--- src/rtl/ru_pkg.sv ---
// Shared types, funct3 encodings and request legality check for the load/store unit.
package ru_pkg;

  typedef enum logic [2:0] {IDLE, RD, WR, DONE, ERR} lsu_state_t;

  typedef enum logic {LOAD, STORE} op_t;

  localparam logic [2:0] LB  = 3'b000;
  localparam logic [2:0] LH  = 3'b001;
  localparam logic [2:0] LW  = 3'b010;
  localparam logic [2:0] LBU = 3'b100;
  localparam logic [2:0] LHU = 3'b101;
  localparam logic [2:0] SB  = 3'b000;
  localparam logic [2:0] SH  = 3'b001;
  localparam logic [2:0] SW  = 3'b010;

  // funct3[1:0] encodes access size for every legal code: 00 byte, 01 half, 10 word.
  function automatic logic req_legal(input logic rd, input logic wr,
                                     input logic [2:0] f3, input logic [1:0] lane);
    logic f3_ok;
    logic aligned;
    if (wr)
      f3_ok = (f3 == SB) || (f3 == SH) || (f3 == SW);
    else
      f3_ok = (f3 == LB) || (f3 == LH) || (f3 == LW) || (f3 == LBU) || (f3 == LHU);
    case (f3[1:0])
      2'b01:   aligned = !lane[0];
      2'b10:   aligned = (lane == 2'b00);
      default: aligned = 1'b1;
    endcase
    return !(rd && wr) && f3_ok && aligned;
  endfunction

endpackage

--- src/rtl/ru_lsu_align.sv ---
// Byte-lane extraction with sign/zero extension for loads and lane merge for sub-word stores.
module ru_lsu_align
  import ru_pkg::*;
(
  input  logic [31:0] ld_word,
  input  logic [31:0] st_word,
  input  logic [31:0] wdata,
  input  logic [1:0]  lane,
  input  logic [2:0]  funct3,
  output logic [31:0] ld_data,
  output logic [31:0] st_data
);

  function automatic logic [31:0] extract(input logic [31:0] word, input logic [1:0] ln,
                                          input logic [2:0] f3);
    logic signed [7:0]  b;
    logic signed [15:0] h;
    logic signed [31:0] bx;
    logic signed [31:0] hx;
    b  = 8'(word >> {ln, 3'b000});
    h  = 16'(word >> {ln[1], 4'b0000});
    bx = b;
    hx = h;
    case (f3)
      LB:      extract = bx;
      LH:      extract = hx;
      LBU:     extract = {24'h0, b};
      LHU:     extract = {16'h0, h};
      default: extract = word;
    endcase
  endfunction

  // Replicate the store data across all lanes, then let the mask pick the target lane.
  function automatic logic [31:0] merge(input logic [31:0] word, input logic [31:0] wd,
                                        input logic [1:0] ln, input logic [2:0] f3);
    logic [31:0] mask;
    logic [31:0] rep;
    case (f3)
      SB: begin
        mask = 32'h0000_00FF << {ln, 3'b000};
        rep  = {4{wd[7:0]}};
      end
      SH: begin
        mask = 32'h0000_FFFF << {ln[1], 4'b0000};
        rep  = {2{wd[15:0]}};
      end
      default: begin
        mask = '1;
        rep  = wd;
      end
    endcase
    return (word & ~mask) | (rep & mask);
  endfunction

  assign ld_data = extract(ld_word, lane, funct3);
  assign st_data = merge(st_word, wdata, lane, funct3);

endmodule

--- src/rtl/ru_lsu.sv ---
// Load/store unit: turns one core load/store into word-aligned RAM accesses, with RMW for SB/SH.
module ru_lsu
  import ru_pkg::*;
(
  input  logic        clk,
  input  logic        nRst,
  input  logic        mem_read,
  input  logic        mem_write,
  input  logic [2:0]  funct3,
  input  logic [31:0] cpu_addr,
  input  logic [31:0] cpu_wdata,
  output logic [31:0] cpu_rdata,
  output logic        stall,
  output logic        fault,
  output logic        ram_we,
  output logic [31:0] ram_addr,
  output logic [31:0] ram_wdata,
  input  logic [31:0] ram_rdata,
  input  logic        ram_busy
);

  lsu_state_t  state;
  op_t         op_q;
  logic [31:0] addr_q;
  logic [31:0] wdata_q;
  logic [2:0]  f3_q;
  logic [31:0] rbuf;
  logic [31:0] ld_data;
  logic [31:0] st_data;
  logic        req;

  assign req = mem_read | mem_write;

  ru_lsu_align u_align (
    .ld_word (ram_rdata),
    .st_word (rbuf),
    .wdata   (wdata_q),
    .lane    (addr_q[1:0]),
    .funct3  (f3_q),
    .ld_data (ld_data),
    .st_data (st_data)
  );

  assign stall     = ((state == IDLE) && req) || (state == RD) || (state == WR);
  assign ram_we    = (state == WR) && !ram_busy;
  assign ram_wdata = (state == WR) ? st_data : '0;
  assign ram_addr  = (state == IDLE) ? {cpu_addr[31:2], 2'b00} : {addr_q[31:2], 2'b00};

  always_ff @(posedge clk or negedge nRst) begin
    if (!nRst) begin
      state     <= IDLE;
      op_q      <= LOAD;
      addr_q    <= '0;
      wdata_q   <= '0;
      f3_q      <= '0;
      rbuf      <= '0;
      cpu_rdata <= '0;
      fault     <= 1'b0;
    end else begin
      fault <= 1'b0;
      case (state)
        IDLE: begin
          if (req) begin
            addr_q  <= cpu_addr;
            f3_q    <= funct3;
            wdata_q <= cpu_wdata;
            op_q    <= mem_write ? STORE : LOAD;
            if (!req_legal(mem_read, mem_write, funct3, cpu_addr[1:0])) begin
              state <= ERR;
              fault <= 1'b1;
            end else if (mem_write && (funct3 == SW)) begin
              state <= WR;
            end else begin
              state <= RD;
            end
          end
        end
        RD: begin
          if (!ram_busy) begin
            rbuf <= ram_rdata;
            if (op_q == LOAD) begin
              cpu_rdata <= ld_data;
              state     <= DONE;
            end else begin
              state <= WR;
            end
          end
        end
        WR: begin
          if (!ram_busy)
            state <= DONE;
        end
        DONE:    state <= IDLE;
        ERR:     state <= IDLE;
        default: state <= IDLE;
      endcase
    end
  end

endmodule

--- config.mk ---
export PLATFORM = sky130hd
export DESIGN_NAME = ru_lsu
export DESIGN_NICKNAME = d
export VERILOG_FILES = /design/src/rtl/ru_pkg.sv /design/src/rtl/ru_lsu_align.sv /design/src/rtl/ru_lsu.sv
export SDC_FILE = /design/constraint.sdc
export NUM_CORES = 1
export LEC_CHECK = 0
export ABC_CLOCK_PERIOD_IN_PS = 2760
export BUFFER_PORTS_ARGS = -buffer_cell sky130_fd_sc_hd__buf_4
export CORE_MARGIN = 10
export CORE_UTILIZATION = 56
export DETAILED_ROUTE_END_ITERATION = 8
export GPL_TIMING_DRIVEN = 0
export HOLD_SLACK_MARGIN = 0.1
export PLACE_DENSITY = 0.87
export SKIP_CTS_REPAIR_TIMING = 1
export SYNTH_ARGS = -nofsm -noshare
export SYNTH_HDL_FRONTEND = slang
export SYNTH_SLANG_ARGS = --single-unit
--- constraint.sdc ---
create_clock -name clk -period 2.76 [get_ports clk]
set_input_delay 0.138 -clock clk [delete_from_list [all_inputs] [get_ports clk]]
set_output_delay 0.138 -clock clk [all_outputs]
set_load 0.005 [all_outputs]
==> results of run 1 <==
cell usage after synthesis (2+ instances only):
cell      count
dfrtp_1     136
mux2_2      127
nor2_1       51
nand2_1      49
mux2i_1      35
a21oi_1      34
o21ai_0      23
buf_2        19
buf_4        13
clkbuf_1     12
a211oi_1     10
and3_1        9
a311oi_1      8
a221o_1       7
inv_1         7
o221ai_1      7
or3_1         7
nand2b_1      6
o21a_1        4
o21ai_1       4
ha_1          3
a31oi_1       2
nand3_1       2
nor2b_1       2
nor3_4        2
worst paths after layout:
check,endpoint,slack [ns]
worst min-delay path,addr_q[21],0.24
worst max register to register,op_q,0.52
max in group asynchronous,wdata_q[31],1.71
min in group clk,cpu_rdata[2],0.50
worst min register to register,cpu_rdata[2],0.50
worst max-delay path,ram_wdata[25],0.05
kinds of logic (layout without fill, tap and decap cells):
family,after synthesis,count (layout),synth area share
compound gates,111,111,0.107
flops,136,136,0.493
other cells,1,5,0.000543
mux,163,163,0.261
simple gates,136,136,0.0932
fa+ha+maj,3,3,0.00544
buf+inv,52,388,0.0399
state kept, by name (all words and copies together) (netlist names):
signal,flops
cpu_rdata,32
state,3
addr_q,32
rbuf,32
f3_q,3
fault,1
wdata_q,32
op_q,1
where the power goes:
part	switching [mW]	internal (mW)
logic	2.87	3.04
clock network	0.847	1.18
registers	0.792	3.02
total	4.51	7.23
routing by layer:
metal / global-route usage / up-vias / wire length (um)
met2: 0.425 / 463 / 13400
met1: 0.309 / 3223 / 9400
met3: 0.0729 / 99 / 2770
li1: - / 2824 / -
met4: 0.112 / 0 / 954
met5: 0 / - / 0
through the flow:
step	util	setup slack, ns
after CTS	0.760	0.0693
final	0.848	0.0503
after detailed placement	0.717	0.556
after floorplan	-	1.02
after global routing	0.848	-0.00843
after global placement	0.715	0.610
cell type report:
class | count | area [um2]
inverters | 7 | 26.3
repair buffers | 305 | 2570
fillers | 579 | 1840
flip-flops and latches | 136 | 3400
plain buffers | 45 | 251
multi-input cells | 415 | 3230
clock inverters | 9 | 52.6
diodes | 3 | 7.51
clock buffers | 22 | 464
well taps | 168 | 210
worst max-delay path, cell delays in order, from the launching register on:
cell and delay (ns):
dfrtp_1 0.41, nor2_1 0.46, clkbuf_2 0.34, nand2_1 0.28
o221ai_1 0.33, a21oi_1 0.11, buf_4 0.21
==> key figures, run 1 <==
Timing
  • Minimum clock period after layout: between 2 and 3 ns
  • Min Hold Slack: 0.242 ns
  • Final Hold Fails: 0
  • Actual slew at the worst max-slew pin: 0.911 ns
  • Fmax: around 370 MHz
  • Final Max Slew Viols: 0
  • Post-Route Skew: 0.00609 ns
  • Setup TNS: 0 ns
  • Final period util: 0.982
  • Slew headroom: 0.388
  • Setup violations, final: 0

Power and ir drop
  • Tot Pwr: 11.7 mW
  • Worst VDD drop: 0.000776 V
  • Leak pwr: 4.72 nW
  • PD cells: 1150 nW/um2

Global route
  • Grt total ovfl: 0
  • Largest net degree at the start of global routing: 84
  • GRT Overall Usage: 0.258
  • First-pass GRT wire length: 34000 um
  • Initial antenna violation count: 3
  • Number of global-route vias before repair: between 6k and 7k

Place
  • HPWL after DPL: 16800 um
  • Area post-placement: 8650 um2
  • Placer Congestion: around 0.95
  • Placed Cells: 972
  • # port buffers: 200

Yosys
  • Ys Warns: 0
  • Cell area after synthesis: 6900 um2
  • Seq/Total Area, Yosys: 0.493
  • Area share of the largest cell type after synthesis: 0.493
  • Cell taking the most area after synthesis: dfrtp_1
  • Synthesized instance count: between 600 and 700
  • Ranking of synthesized cells by area: dfrtp_1, mux2_2, mux2i_1
  • FF+latch count, synth: 136
  • Synth async-reset ratio: 1.00
  • EDFF count, synth: 0
  • Main flop type after synthesis: dfrtp_1
  • Mapped Avg Cell Area: 11.5 um2
  • Yosys cell types: 48

Critical path
  • Worst setup EP type: output port
  • CP max FO: 10
  • Worst path required time: roughly 2.6 ns
  • Startpoint Class: flip-flop
  • Worst r2r src: state[2]
  • Crit Path Class: flip-flop to output port
  • CP startpoint: f3_q[1]
  • CP Data Arrival Time: about 2.6 ns
  • Reg2reg path depth: 6

Die
  • Die width: 131 um
  • Die Area: 17200 um2
  • I/O Pins: 203
  • Die H: 131 um
  • FP Rows: 40
  • Initial Util: 0.572
  • Core area: ~12000 um2

Route
  • Routed WL: 26600 um
  • Vias: between 6k and 7k
  • Drt via density: 5.95
  • Antenna-violating nets left: 0
  • 1st-iter DRT viols: 814
  • DRC: 0
  • 1st-pass router iterations: 8
  • Drt wl/cell: 23.9 um

Status
  • Run status: finished, final reports clean

Layout
  • Area growth syn-to-layout: 48.1%
  • Post-Layout Cell Count: 1110
  • Most frequent cells in the layout: buf_4, dfrtp_1, mux2_2
  • Final instance area: ~10000 um2
  • Final #Nets: 1034
  • Layout cells sized above 1: 0.429
  • Most common cell after layout, fill and taps aside: buf_4

Hold path
  • Hold WC Path Type: input port to asynchronous set/reset pin

CTS
  • Max clock buf depth: 2
  • H-tree levels: 4
  • Clk root buf: clkbuf_16
  • Clock transition at path regs: 0.06 ns
  • CTS tree: yes
  • Clock Sinks: 136
  • Inserted Clock Buffers: 17
  • Clk_lat worst skew: 0.42 ns

Job
  • Max-cap violations: 0
Note: power is estimated with default switching activity, not from simulation.
==> run 2, diff against run 1 <==
--- a/config.mk
+++ b/config.mk
@@ -7,6 +7,7 @@
 export LEC_CHECK = 0
 export ABC_CLOCK_PERIOD_IN_PS = 2760
 export BUFFER_PORTS_ARGS = -buffer_cell sky130_fd_sc_hd__buf_4
+export CORE_ASPECT_RATIO = 1.75
 export CORE_MARGIN = 10
 export CORE_UTILIZATION = 56
 export DETAILED_ROUTE_END_ITERATION = 8
==> run 2 against run 1 <==
Against the previous run:
- clock skew up 0.0021 ns
- critical path type unchanged
- combinational power down 1%
- sequential cell count unchanged
- highest routed layer unchanged
- largest power group unchanged
- critical endpoint is now ram_wdata[9]
==> key figures, run 2 (synthesis gave the netlist of run 1 again) <==
Status
  • Run status: finished, final reports clean

Place
  • Placed Cells: 969 (-0.31%)
  • # port buffers: 200 (unchanged)
  • Placer Congestion: 0.938 (-0.96%)
  • HPWL after DPL: 18000 um (+7.5%)
  • Pre-CTS setup slack: 0.552 ns (-0.00426 ns)

Route
  • Drt wl/cell: 24.3 um (+1.6%)
  • Routed WL: 26900 um (+1.2%)
  • 1st-iter DRT viols: 370 (-55%)
  • Antenna-violating nets left: 0 (unchanged)
  • Drt via density: 5.81 (-2.4%)
  • DRC: 0 (unchanged)
  • 1st-pass router iterations: 5 (-3)
  • Vias: 6426 (-2.8%)

CTS
  • Inserted Clock Buffers: 17 (unchanged)
  • H-tree levels: 4 (unchanged)
  • Clk_lat worst skew: 0.42 ns (about the same)
  • Clock transition at path regs: 0.06 ns (about the same)
  • Max clock buf depth: 2 (unchanged)
  • Clk root buf: clkbuf_16
  • Clock Sinks: 136 (unchanged)
  • CTS tree: yes

Die
  • I/O Pins: 203 (unchanged)
  • Die Area: 17300 um2 (+1.0%)
  • Initial Util: 0.572 (about the same)
  • Core area: 12100 um2 (about the same)
  • FP Rows: 53 (+33%)
  • Die H: 167 um (+27%)
  • Die width: 104 um (-21%)

Global route
  • Number of global-route vias before repair: 6401 (+3.4%)
  • Grt total ovfl: 0 (unchanged)
  • Largest net degree at the start of global routing: 104 (+24%)
  • Initial antenna violation count: 2 (-1)
  • GRT Overall Usage: 0.264 (+0.00575)
  • First-pass GRT wire length: 35800 um (+5.5%)

Power and ir drop
  • Leak pwr: 4.78 nW (+1.3%)
  • PD cells: 1180 nW/um2 (+2.4%)
  • Tot Pwr: 12.2 mW (+3.6%)
  • Worst VDD drop: 0.000735 V (-5.3%)

Critical path
  • Worst path required time: 2.62 ns (about the same)
  • Startpoint Class: flip-flop
  • Crit Path Class: flip-flop to output port
  • Worst setup EP type: output port
  • CP max FO: 10 (unchanged)
  • CP Data Arrival Time: 2.50 ns (-0.07 ns)

Layout
  • Most frequent cells in the layout: buf_4, dfrtp_1, mux2_2
  • Multi-input logic area: 3230 um2 (unchanged)
  • Post-Layout Cell Count: 1106 (-0.36%)
  • Final #Nets: 1034 (unchanged)
  • Most common cell after layout, fill and taps aside: buf_4
  • Seq. cell area: 3400 um2 (unchanged)
  • Area growth syn-to-layout: 49.8%
  • Layout filler cell count: 612 (+5.7%)
  • Layout cells sized above 1: 0.430 (+0.00106)

Timing
  • Final Hold Fails: 0 (unchanged)
  • Setup violations, final: 0 (unchanged)
  • Slew headroom: 0.468 (+0.0799)
  • Min Hold Slack: 0.178 ns (-0.0634 ns)
  • Minimum clock period after layout: 2.63 ns (-0.0763 ns)
  • Actual slew at the worst max-slew pin: 0.792 ns (-0.119 ns)
  • Final period util: 0.954 (-0.0276)
  • Fmax: 380 MHz (+2.9%)
  • Final Max Slew Viols: 0 (unchanged)
  • PnR worst setup slack: 0.127 ns (+0.0763 ns)
  • Post-Route Skew: 0.00823 ns (+0.00214 ns)
  • Setup TNS: 0 ns (unchanged)

Job
  • Max-cap violations: 0 (unchanged)

Hold path
  • Hold WC Path Type: input port to asynchronous set/reset pin
==> run 2: cell types whose count changed in the layout (fill, tap and decap cells not counted), sizes merged <==
cell / delta
bufinv: +4
clkinv: -4
clkinvlp: -2
diode: -1
inv: +2
==> run 2: where the power goes <==
part           total (mW)  switching [mW]  internal, mW
clock network        2.53           0.911          1.61
registers            3.79           0.780          3.01
logic                5.84            2.81          3.03
==> run 2: worst paths after layout <==
check,from,to,slack (ns),depth (start not counted)
max,f3_q[1],ram_wdata[9],0.13,5
min,nRst,addr_q[27],0.18,2
max reg2reg,state[2],op_q,0.48,6
min reg2reg,cpu_rdata[4],cpu_rdata[4],0.48,2
max in group asynchronous,nRst,cpu_rdata[26],1.75,3
min in group clk,cpu_rdata[4],cpu_rdata[4],0.48,2
==> run 2: cell type report <==
type                       count  area share
clock inverter                 9      0.0157
buffer                        45      0.0242
timing repair buffer         305       0.249
clock buffer                  22      0.0468
sequential                   136       0.329
antenna                        2    0.000484
inverter                       7     0.00254
tap                          165      0.0200
multi-input combinational    415       0.313
==> run 2: per-layer routing <==
metal  share of wire  GRT usage  routed length, um
met5               0          0                  0
met1            0.32      0.250               8550
met4           0.072      0.162               1950
met2            0.54      0.487              14600
met3           0.066     0.0730               1770
==> run 2: critical path: stages (launching register included) <==
cell and delay (ns):
dfrtp_1 0.43, nor2_1 0.45, o21ai_1 0.34, clkbuf_1 0.30, a211oi_1 0.37, buf_4 0.18
==> run 2: metrics by stage <==
stage	util	instance area (um2)
after global routing	0.857	10300
after global placement	0.714	8620
after CTS	0.770	9290
final	0.857	10300
after floorplan	-	6910
after detailed placement	0.716	8650
